`config.mk`:
```
export PLATFORM = sky130hd
export DESIGN_NAME = axi_csr_if
export DESIGN_NICKNAME = d
export VERILOG_FILES = /design/src/rtl/axi_csr_if.sv
export SDC_FILE = /design/constraint.sdc
export NUM_CORES = 1
export LEC_CHECK = 0
export ABC_CLOCK_PERIOD_IN_PS = 2850
export CORE_UTILIZATION = 36
export CTS_BUF_LIST = sky130_fd_sc_hd__clkbuf_4 sky130_fd_sc_hd__clkbuf_8 sky130_fd_sc_hd__clkbuf_16
export CTS_CLUSTER_DIAMETER = 30
export CTS_CLUSTER_SIZE = 16
export DETAILED_ROUTE_END_ITERATION = 7
export PLACE_DENSITY = 0.81
export SLEW_MARGIN = 5
export SYNTH_ARGS = -nofsm -noshare
export SYNTH_HDL_FRONTEND = slang
export SYNTH_SLANG_ARGS = --single-unit
```
`constraint.sdc`:
```
create_clock -name clk_axi -period 2.85 [get_ports clk_axi]
set_input_delay 0.7125 -clock clk_axi [delete_from_list [all_inputs] [get_ports clk_axi]]
set_output_delay 0.7125 -clock clk_axi [all_outputs]
set_load 0.03 [all_outputs]
```
`src/rtl/axi_csr_if.sv`:
```
// AXI4 slave front-end bridging single-beat reads/writes onto a simple CSR bus.
// One transaction in flight; round-robin between AW and AR on simultaneous requests.
//
// state   | meaning
// --------+---------------------------------------------------------------
// IDLE    | arbitrate AW/AR, latch address and ID on the granted handshake
// WR_DATA | wait for W (wready follows csr_resp_ready), issue CSR write
// WR_RESP | bvalid held until bready
// RD_REQ  | issue CSR read once csr_resp_ready (skipped if unaligned)
// RD_CAPT | register CSR read data/error
// RD_RESP | rvalid held until rready
module axi_csr_if #(
  parameter int ADDR_WIDTH = 32,
  parameter int ID_WIDTH   = 1
) (
  input  logic                  clk_axi,
  input  logic                  arst_axi,
  input  logic                  awvalid,
  output logic                  awready,
  input  logic [ADDR_WIDTH-1:0] awaddr,
  input  logic [ID_WIDTH-1:0]   awid,
  input  logic                  wvalid,
  output logic                  wready,
  input  logic [31:0]           wdata,
  output logic                  bvalid,
  input  logic                  bready,
  output logic [1:0]            bresp,
  output logic [ID_WIDTH-1:0]   bid,
  input  logic                  arvalid,
  output logic                  arready,
  input  logic [ADDR_WIDTH-1:0] araddr,
  input  logic [ID_WIDTH-1:0]   arid,
  output logic                  rvalid,
  input  logic                  rready,
  output logic [31:0]           rdata,
  output logic [1:0]            rresp,
  output logic [ID_WIDTH-1:0]   rid,
  output logic                  rlast,
  output logic                  csr_req_valid,
  output logic                  csr_req_rd_or_wr,
  output logic [ADDR_WIDTH-1:0] csr_req_addr,
  output logic [31:0]           csr_req_data_in,
  input  logic                  csr_resp_ready,
  input  logic                  csr_resp_error,
  input  logic [31:0]           csr_resp_data_out
);

  typedef enum logic [2:0] {
    IDLE, WR_DATA, WR_RESP, RD_REQ, RD_CAPT, RD_RESP
  } state_t;

  localparam logic [1:0] RESP_OKAY   = 2'b00;
  localparam logic [1:0] RESP_SLVERR = 2'b10;

  state_t                state_q, state_d;
  logic                  prio_wr_q;
  logic [ADDR_WIDTH-1:0] addr_q;
  logic [ID_WIDTH-1:0]   bid_q, rid_q;
  logic [1:0]            bresp_q, rresp_q;
  logic [31:0]           rdata_q;
  logic                  grant_wr, grant_rd, aligned, w_hs;

  assign aligned  = (addr_q[1:0] == 2'b00);
  assign grant_wr = awvalid && (!arvalid || prio_wr_q);
  assign grant_rd = arvalid && (!awvalid || !prio_wr_q);
  assign w_hs     = (state_q == WR_DATA) && wvalid && csr_resp_ready;

  always_comb begin
    state_d          = state_q;
    awready          = 1'b0;
    arready          = 1'b0;
    wready           = 1'b0;
    bvalid           = 1'b0;
    rvalid           = 1'b0;
    csr_req_valid    = 1'b0;
    csr_req_rd_or_wr = 1'b0;
    csr_req_data_in  = '0;
    case (state_q)
      IDLE: begin
        // Readies are gated by reset so nothing is accepted while held in reset.
        awready = grant_wr && !arst_axi;
        arready = grant_rd && !arst_axi;
        if (grant_wr)      state_d = WR_DATA;
        else if (grant_rd) state_d = RD_REQ;
      end
      WR_DATA: begin
        wready = csr_resp_ready;
        if (w_hs) begin
          csr_req_valid    = aligned;
          csr_req_rd_or_wr = aligned;
          csr_req_data_in  = aligned ? wdata : '0;
          state_d          = WR_RESP;
        end
      end
      WR_RESP: begin
        bvalid = 1'b1;
        if (bready) state_d = IDLE;
      end
      RD_REQ: begin
        if (!aligned) begin
          state_d = RD_CAPT;
        end else if (csr_resp_ready) begin
          csr_req_valid = 1'b1;
          state_d       = RD_CAPT;
        end
      end
      RD_CAPT: state_d = RD_RESP;
      RD_RESP: begin
        rvalid = 1'b1;
        if (rready) state_d = IDLE;
      end
      default: state_d = IDLE;
    endcase
  end

  always_ff @(posedge clk_axi or posedge arst_axi) begin
    if (arst_axi) state_q <= IDLE;
    else          state_q <= state_d;
  end

  always_ff @(posedge clk_axi or posedge arst_axi) begin
    if (arst_axi) begin
      prio_wr_q <= 1'b1;
      addr_q    <= '0;
      bid_q     <= '0;
      rid_q     <= '0;
      bresp_q   <= RESP_OKAY;
      rresp_q   <= RESP_OKAY;
      rdata_q   <= '0;
    end else begin
      if (awready) begin
        addr_q    <= awaddr;
        bid_q     <= awid;
        prio_wr_q <= 1'b0;
      end else if (arready) begin
        addr_q    <= araddr;
        rid_q     <= arid;
        prio_wr_q <= 1'b1;
      end
      if (w_hs)
        bresp_q <= (!aligned || csr_resp_error) ? RESP_SLVERR : RESP_OKAY;
      if (state_q == RD_CAPT) begin
        rdata_q <= aligned ? csr_resp_data_out : '0;
        rresp_q <= (!aligned || csr_resp_error) ? RESP_SLVERR : RESP_OKAY;
      end
    end
  end

  assign bresp        = bresp_q;
  assign bid          = bid_q;
  assign rdata        = rdata_q;
  assign rresp        = rresp_q;
  assign rid          = rid_q;
  assign rlast        = 1'b1;
  assign csr_req_addr = addr_q;

endmodule

```
==> flow_metrics.env, run 1 <==
export IMPL_status="complete, no violations"
export IMPL_area_enclosed_by_the_die_boundary_mm2=0.01057
export IMPL_library_cell_occupying_the_most_area_in_the_post_synthesis_netlist="sky130_fd_sc_hd__dfrtp_1"
export IMPL_n_antenna_cell=0
export IMPL_timing_critical_path_arrival_ns=2.10
export IMPL_antenna_violations_before_repair=0
export IMPL_largest_fanout_on_the_critical_path=16
export IMPL_cts_root_to_sink_buffers=2
export IMPL_num_rows=36
export IMPL_synth_area_per_cell_um2=10.57
export IMPL_ys_top_cells_by_area="sky130_fd_sc_hd__dfrtp_1 49%, sky130_fd_sc_hd__a2bb2oi_2 12%, sky130_fd_sc_hd__o32ai_1 7.9%"
export IMPL_cts_tree="done"
export IMPL_netlist_area_mm2=0.003657
export IMPL_grt_first_pass_wirelength_mm=16.94
export IMPL_peakVddDrop_uv=552.4
export IMPL_globalplace_congestion=0.7849
export IMPL_yosys_warns=0
export IMPL_final_clock_skew_ns=0.008194
export IMPL_syn_inst=346
export IMPL_drive_above_1_share=0.1956
export IMPL_track_usage=0.2093
export IMPL_fin_nets=722
export IMPL_avgRoutedWirePerCell_um=15.82
export IMPL_hold_buffers=0
export IMPL_route_detailed_drc=0
export IMPL_cts_sinks=72
export IMPL_fp_dieH_um=102.8
export IMPL_drt_antenna_violating_nets=0
export IMPL_worstSetupStartpointType="input pin"
export IMPL_power_density_mw_per_mm2=963.0
export IMPL_starting_density_of_the_core=0.3725
export IMPL_first_global_vias=3369
export IMPL_fmax_mhz=355.0
export IMPL_slew_at_the_pin_closest_to_its_max_slew_limit_ns=1.028
export IMPL_placeableCoreArea_mm2=0.009819
export IMPL_max_cap_viol=0
export IMPL_timing_hold_violations_final=0
export IMPL_utilization=0.6581
export IMPL_sequential_cell_area_fraction_in_the_yosys_report=0.4930
export IMPL_mostFrequentLayoutCells="207 x sky130_fd_sc_hd__clkdlybuf4s50_1, 70 x sky130_fd_sc_hd__dfrtp_1, 67 x sky130_fd_sc_hd__nand2_1"
export IMPL_clk_transition_reported_paths_ns=0.08
export IMPL_initialDrtViolationCount=78
export IMPL_part_of_the_cycle_the_worst_path_needs=0.9885
export IMPL_pre_cts_ws_ns=0.01900
export IMPL_tritoncts_num_buffers=9
export IMPL_hold_class="flip-flop to flip-flop"
export IMPL_finalMaxSlewViolations=0
export IMPL_max_slew_margin_rel=0.3146
export IMPL_final_setup_margin_ns=0.03273
export IMPL_setup_worst_path_class="input pin to output port"
export IMPL_global_route_overflow_total=0
export IMPL_crit_path_end_kind="output port"
export IMPL_die_width_um=102.8
export IMPL_routed_length_on_met1_mm=4.787
export IMPL_wl_met3_um=819
export IMPL_via_count=3607
export IMPL_p_leak_nw=2.616
export IMPL_clock_insertion_delay_worst_skew_ns=0.33
export IMPL_dr_max_layer_used="met4"
export IMPL_placement_io_buffers=245
export IMPL_met2_length_mm=5.719
export IMPL_most_common_cell_after_layout_fill_and_taps_aside="sky130_fd_sc_hd__clkdlybuf4s50_1"
export IMPL_grt_start_max_net_pins=67
export IMPL_final_period_minus_worst_setup_slack_ns=2.817
export IMPL_synth_seq_cells=72
export IMPL_cts_root_buffer="sky130_fd_sc_hd__clkbuf_8"
export IMPL_num_io_pins=249
export IMPL_drt_pass1_iterations=4
export IMPL_finalSetupViolCount=0
export IMPL_synth_top_area_frac=0.4858
export IMPL_vias_per_cell=5.003
export IMPL_h_tree_levels=3
export IMPL_synth_lib_cells_used_distinct=36
export IMPL_wl_mm=11.40
export IMPL_worst_ep_required_time_ns=2.14
export IMPL_layout_area_overhead_vs_synth_pct=76.70
export IMPL_place_detailed_hpwl_mm=8.859
==> cell type report <==
type	instances	area, um2
multi-input cells	235	1670
fillers	784	3357
inverters	4	15.01
clock inverters	5	81.33
clock buffers	11	138.9
repair buffers	261	2586
well taps	133	166.4
flip-flops and latches	72	1804
==> state kept, by name, indices dropped and copies added, names as in the netlist <==
signal and flops:
prio_wr_q 1, bid 1, rdata 32, bresp 1
rresp 1, csr_req_addr 32, state_q 3, rid 1
==> synth_stat cells, drive strengths merged <==
library cell   n
a21oi          3
and4bb         1
nor4           1
or4            1
or3b           1
o21ai         34
nor2           5
buf           12
and3           3
o2111ai        1
and2          32
o32ai         33
a21bo          1
nand2         67
clkbuf        24
conb           2
a2bb2oi       33
mux2           2
dfstp          1
a31oi          4
nand3          1
nand3b         1
nor3           5
nand4          1
inv            4
dfrtp         71
nor2b          1
or3            1
==> stage by stage <==
| step | cell area, um2 | setup TNS, ns | hold slack (ns) | instances | power, mW |
|---|---|---|---|---|---|
| after floorplan | 3661 | 0 | 0.5112 | 347 | 3.909 |
| after global placement | 6195 | 0 | 0.4633 | 704 | 5.290 |
| after detailed placement | 6195 | 0 | 0.4704 | 704 | 5.389 |
| after CTS | 6415 | 0 | 0.4886 | 720 | 6.282 |
| after global routing | 6462 | -0.009202 | 0.5028 | 721 | 6.577 |
| final | 6462 | 0 | 0.4829 | 721 | 6.223 |
==> power breakdown <==
part	switching, mW	internal [mW]	total, mW
clock network	0.366	0.513	0.878
registers	0.387	1.51	1.90
logic	1.85	1.59	3.45
total	2.61	3.62	6.22
==> critical path, cell delays in order <==
cell and delay (ns):
sky130_fd_sc_hd__clkdlybuf4s50_1 0.47, sky130_fd_sc_hd__and4bb_2 0.24, sky130_fd_sc_hd__and3_4 0.23, sky130_fd_sc_hd__clkbuf_16 0.16, sky130_fd_sc_hd__and2_1 0.13, sky130_fd_sc_hd__buf_4 0.16
==> routing by layer <==
metal  vias up  GRT usage
li1       1717          -
met1      1741     0.2685
met2       141     0.3477
met3         8    0.06034
met4         0    0.05417
met5         -          0
==> logic make-up after synthesis <==
kind of cell,after synthesis,share of synthesized area
other cells,2,0.002053
mux,2,0.006158
flops,72,0.4930
simple gates,121,0.1697
buf+inv,40,0.05713
compound gates,109,0.2720
==> path summary, 6_finish.rpt <==
check	start	cells after the start	slack [ns]	to
max	csr_resp_ready	6	0.03	csr_req_data_in[7]
min	rdata[9]	2	0.48	rdata[9]
max reg2reg	state_q[1]	2	0.84	rdata[25]
min reg2reg	rdata[9]	2	0.48	rdata[9]
max in group asynchronous	arst_axi	4	1.53	state_q[0]
min in group asynchronous	arst_axi	3	0.78	csr_req_addr[4]
==> what timing repair did <==
item / 4_1_cts / 5_1_grt
buffers inserted: 0 / 0
resized for setup: 0 / 8
endpoints found under the setup margin: 0 / 19
No activity file was read; power rests on OpenSTA's default activity.
==> inputs of run 2 (changes only) <==
--- a/config.mk
+++ b/config.mk
@@ -6,6 +6,8 @@
 export NUM_CORES = 1
 export LEC_CHECK = 0
 export ABC_CLOCK_PERIOD_IN_PS = 2850
+export CORE_ASPECT_RATIO = 1.75
+export CORE_MARGIN = 3
 export CORE_UTILIZATION = 36
 export CTS_BUF_LIST = sky130_fd_sc_hd__clkbuf_4 sky130_fd_sc_hd__clkbuf_8 sky130_fd_sc_hd__clkbuf_16
 export CTS_CLUSTER_DIAMETER = 30
==> run 2 against run 1 <==
  * Clock power up 31%
  * Sequential share of layout area down 0.60 points
  * Clock-buffer cell count unchanged
  * Cell area up 2.1%
  * Power up 5.0%
  * Die area up 8.4%
  * Setup slack better by 0.047 ns
  * Critical endpoint is now awready
  * Largest cell class unchanged
==> flow_metrics.env, run 2 (synthesis gave the netlist of run 1 again) <==
export IMPL_status="complete, no violations"
export IMPL_seqCellArea_mm2=0.001803
export IMPL_largest_fanout_on_the_critical_path=3
export IMPL_worstSetupEndpoint="awready"
export IMPL_hold_path_startpoint="rdata[8]"
export IMPL_timing_critical_path_cells="clkdlybuf4s50_1 > or4_4 > nor3_4 > buf_4"
export IMPL_layout_area_overhead_vs_synth_pct=80.43
export IMPL_worst_setup_path_start="arst_axi"
export IMPL_layout_cells_non_filler=715
export IMPL_worst_r2r_setup_slack_ns=0.83
export IMPL_n_antenna_cell=0
export IMPL_globalplace_congestion=0.8154
export IMPL_placed_cells=696
export IMPL_cts_root_to_sink_buffers=2
export IMPL_via_count=3717
export IMPL_area_enclosed_by_the_die_boundary_mm2=0.01145
export IMPL_part_of_the_cycle_the_worst_path_needs=0.9722
export IMPL_pre_cts_ws_ns=0.01290
export IMPL_fmax_mhz=360.9
export IMPL_placeableCoreArea_mm2=0.009910
export IMPL_h_tree_levels=3
export IMPL_finish_instance_area_mm2=0.006599
export IMPL_timing_critical_path_slowest_cell_delay_ns=0.49
export IMPL_antenna_violations_before_repair=0
export IMPL_intPower_mw=3.821
export IMPL_drt_pass1_iterations=6
export IMPL_grt_first_pass_wirelength_mm=18.81
export IMPL_placedInstanceArea_mm2=0.006148
export IMPL_cts_sinks=72
export IMPL_worst_path_dominant_cell_family="simple AND/OR/NAND/NOR gates"
export IMPL_setup_worst_path_class="input pin to output port"
export IMPL_power_density_mw_per_mm2=989.8
export IMPL_num_rows=48
export IMPL_die_width_um=82.19
export IMPL_timing_hold_violations_final=0
export IMPL_mostFrequentLayoutCells="207 x sky130_fd_sc_hd__clkdlybuf4s50_1, 71 x sky130_fd_sc_hd__dfrtp_1, 67 x sky130_fd_sc_hd__nand2_1"
export IMPL_final_clock_skew_ns=0.007357
export IMPL_critical_path_reg2reg_startpoint="state_q[1]"
export IMPL_peakVddDrop_uv=583.8
export IMPL_starting_density_of_the_core=0.3691
export IMPL_fin_nets=724
export IMPL_max_cap_viol=0
export IMPL_drt_antenna_violating_nets=0
export IMPL_drive_above_1_share=0.2017
export IMPL_hold_class="flip-flop to flip-flop"
export IMPL_global_route_overflow_total=0
export IMPL_critical_path_reg2reg_endpoint="rdata[29]"
export IMPL_p_leak_nw=2.674
export IMPL_worst_ep_required_time_ns=2.14
export IMPL_track_usage=0.2135
export IMPL_rsz0062_at_grt="no"
export IMPL_seqPwrFrac=0.288
export IMPL_finalSetupViolCount=0
export IMPL_tritoncts_num_buffers=9
export IMPL_timing_critical_path_arrival_ns=2.06
export IMPL_total_area_of_multi_input_combinational_cells_mm2=0.001678
export IMPL_cts_root_buffer="sky130_fd_sc_hd__clkbuf_16"
export IMPL_nFillCells=745
export IMPL_power_frac_comb=0.536
export IMPL_place_detailed_hpwl_mm=9.705
export IMPL_cts_tree="done"
export IMPL_grt_start_max_net_pins=67
export IMPL_fp_dieH_um=139.3
export IMPL_max_slew_margin_rel=0.3010
export IMPL_wl_mm=13.18
export IMPL_power_dissipated_by_switching_net_loads_mw=2.711
export IMPL_critical_path_slowest_cell="sky130_fd_sc_hd__or4_4"
export IMPL_utilization=0.6659
export IMPL_total_buffers_and_inverters_traversed_by_the_critical_path=2
export IMPL_setup_total_negative_slack_ns=0
export IMPL_ff2ff_path_depth=4
export IMPL_final_period_minus_worst_setup_slack_ns=2.771
export IMPL_finalMaxSlewViolations=0
export IMPL_most_common_cell_after_layout_fill_and_taps_aside="sky130_fd_sc_hd__clkdlybuf4s50_1"
export IMPL_clock_insertion_delay_worst_skew_ns=0.33
export IMPL_final_setup_margin_ns=0.07929
export IMPL_worst_path_stages=4
export IMPL_clk_transition_reported_paths_ns=0.06
export IMPL_slew_at_the_pin_closest_to_its_max_slew_limit_ns=1.049
export IMPL_placement_io_buffers=245
export IMPL_route_detailed_drc=0
export IMPL_crit_path_end_kind="output port"
export IMPL_cts_setup_buffers=0
export IMPL_avgRoutedWirePerCell_um=18.43
export IMPL_worstSetupStartpointType="input pin"
export IMPL_num_io_pins=249
export IMPL_postcts_resize_cnt=0
export IMPL_power_share_switching=0.4151
export IMPL_initialDrtViolationCount=169
export IMPL_vias_per_cell=5.199
export IMPL_hold_buffers=0
export IMPL_clock_power_share=0.176
export IMPL_first_global_vias=3688
## run 2: worst min-delay path by stage
stage	cells after the start	to
floorplan	2	prio_wr_q
global placement	2	rdata[13]
detailed placement	2	rdata[8]
CTS	2	rdata[8]
global route	2	rdata[3]
finish	2	rdata[8]
## run 2: area by class of cell
type	instances	area share
flip-flops and latches	72	0.2732
inverters	4	0.002465
repair buffers	263	0.3991
well taps	125	0.02370
clock buffers	11	0.03735
multi-input cells	235	0.2543
clock inverters	5	0.009860
## run 2: metrics by stage
stage	total power [mW]	hold slack [ns]
2_1_floorplan	3.909	0.5112
6_report	6.532	0.4794
4_1_cts	6.569	0.4839
3_5_place_dp	5.393	0.4705
5_1_grt	6.855	0.5016
3_3_place_gp	5.301	0.4612
## run 2: layer usage
layer,share of wire,GRT usage
met2,0.55,0.3892
met3,0.084,0.06477
met4,0.024,0.07618
met1,0.34,0.2200
met5,0,0
## run 2: worst register-to-register path: stages, from the launching register on
cell and delay (ns):
sky130_fd_sc_hd__dfrtp_1 0.45, sky130_fd_sc_hd__buf_4 0.20, sky130_fd_sc_hd__or3b_2 0.88, sky130_fd_sc_hd__nand2_1 0.22, sky130_fd_sc_hd__o21ai_0 0.11
## run 2: power groups by stage
| stage | Sequential [mW] | Clock (mW) | Combinational, mW |
|---|---|---|---|
| final | 1.88 | 1.15 | 3.50 |
| after global placement | 1.86 | 0 | 3.44 |
| after detailed placement | 1.89 | 0 | 3.50 |
| after global routing | 1.93 | 1.22 | 3.70 |
| after CTS | 1.88 | 1.18 | 3.51 |
| after floorplan | 2.72 | 0 | 1.18 |
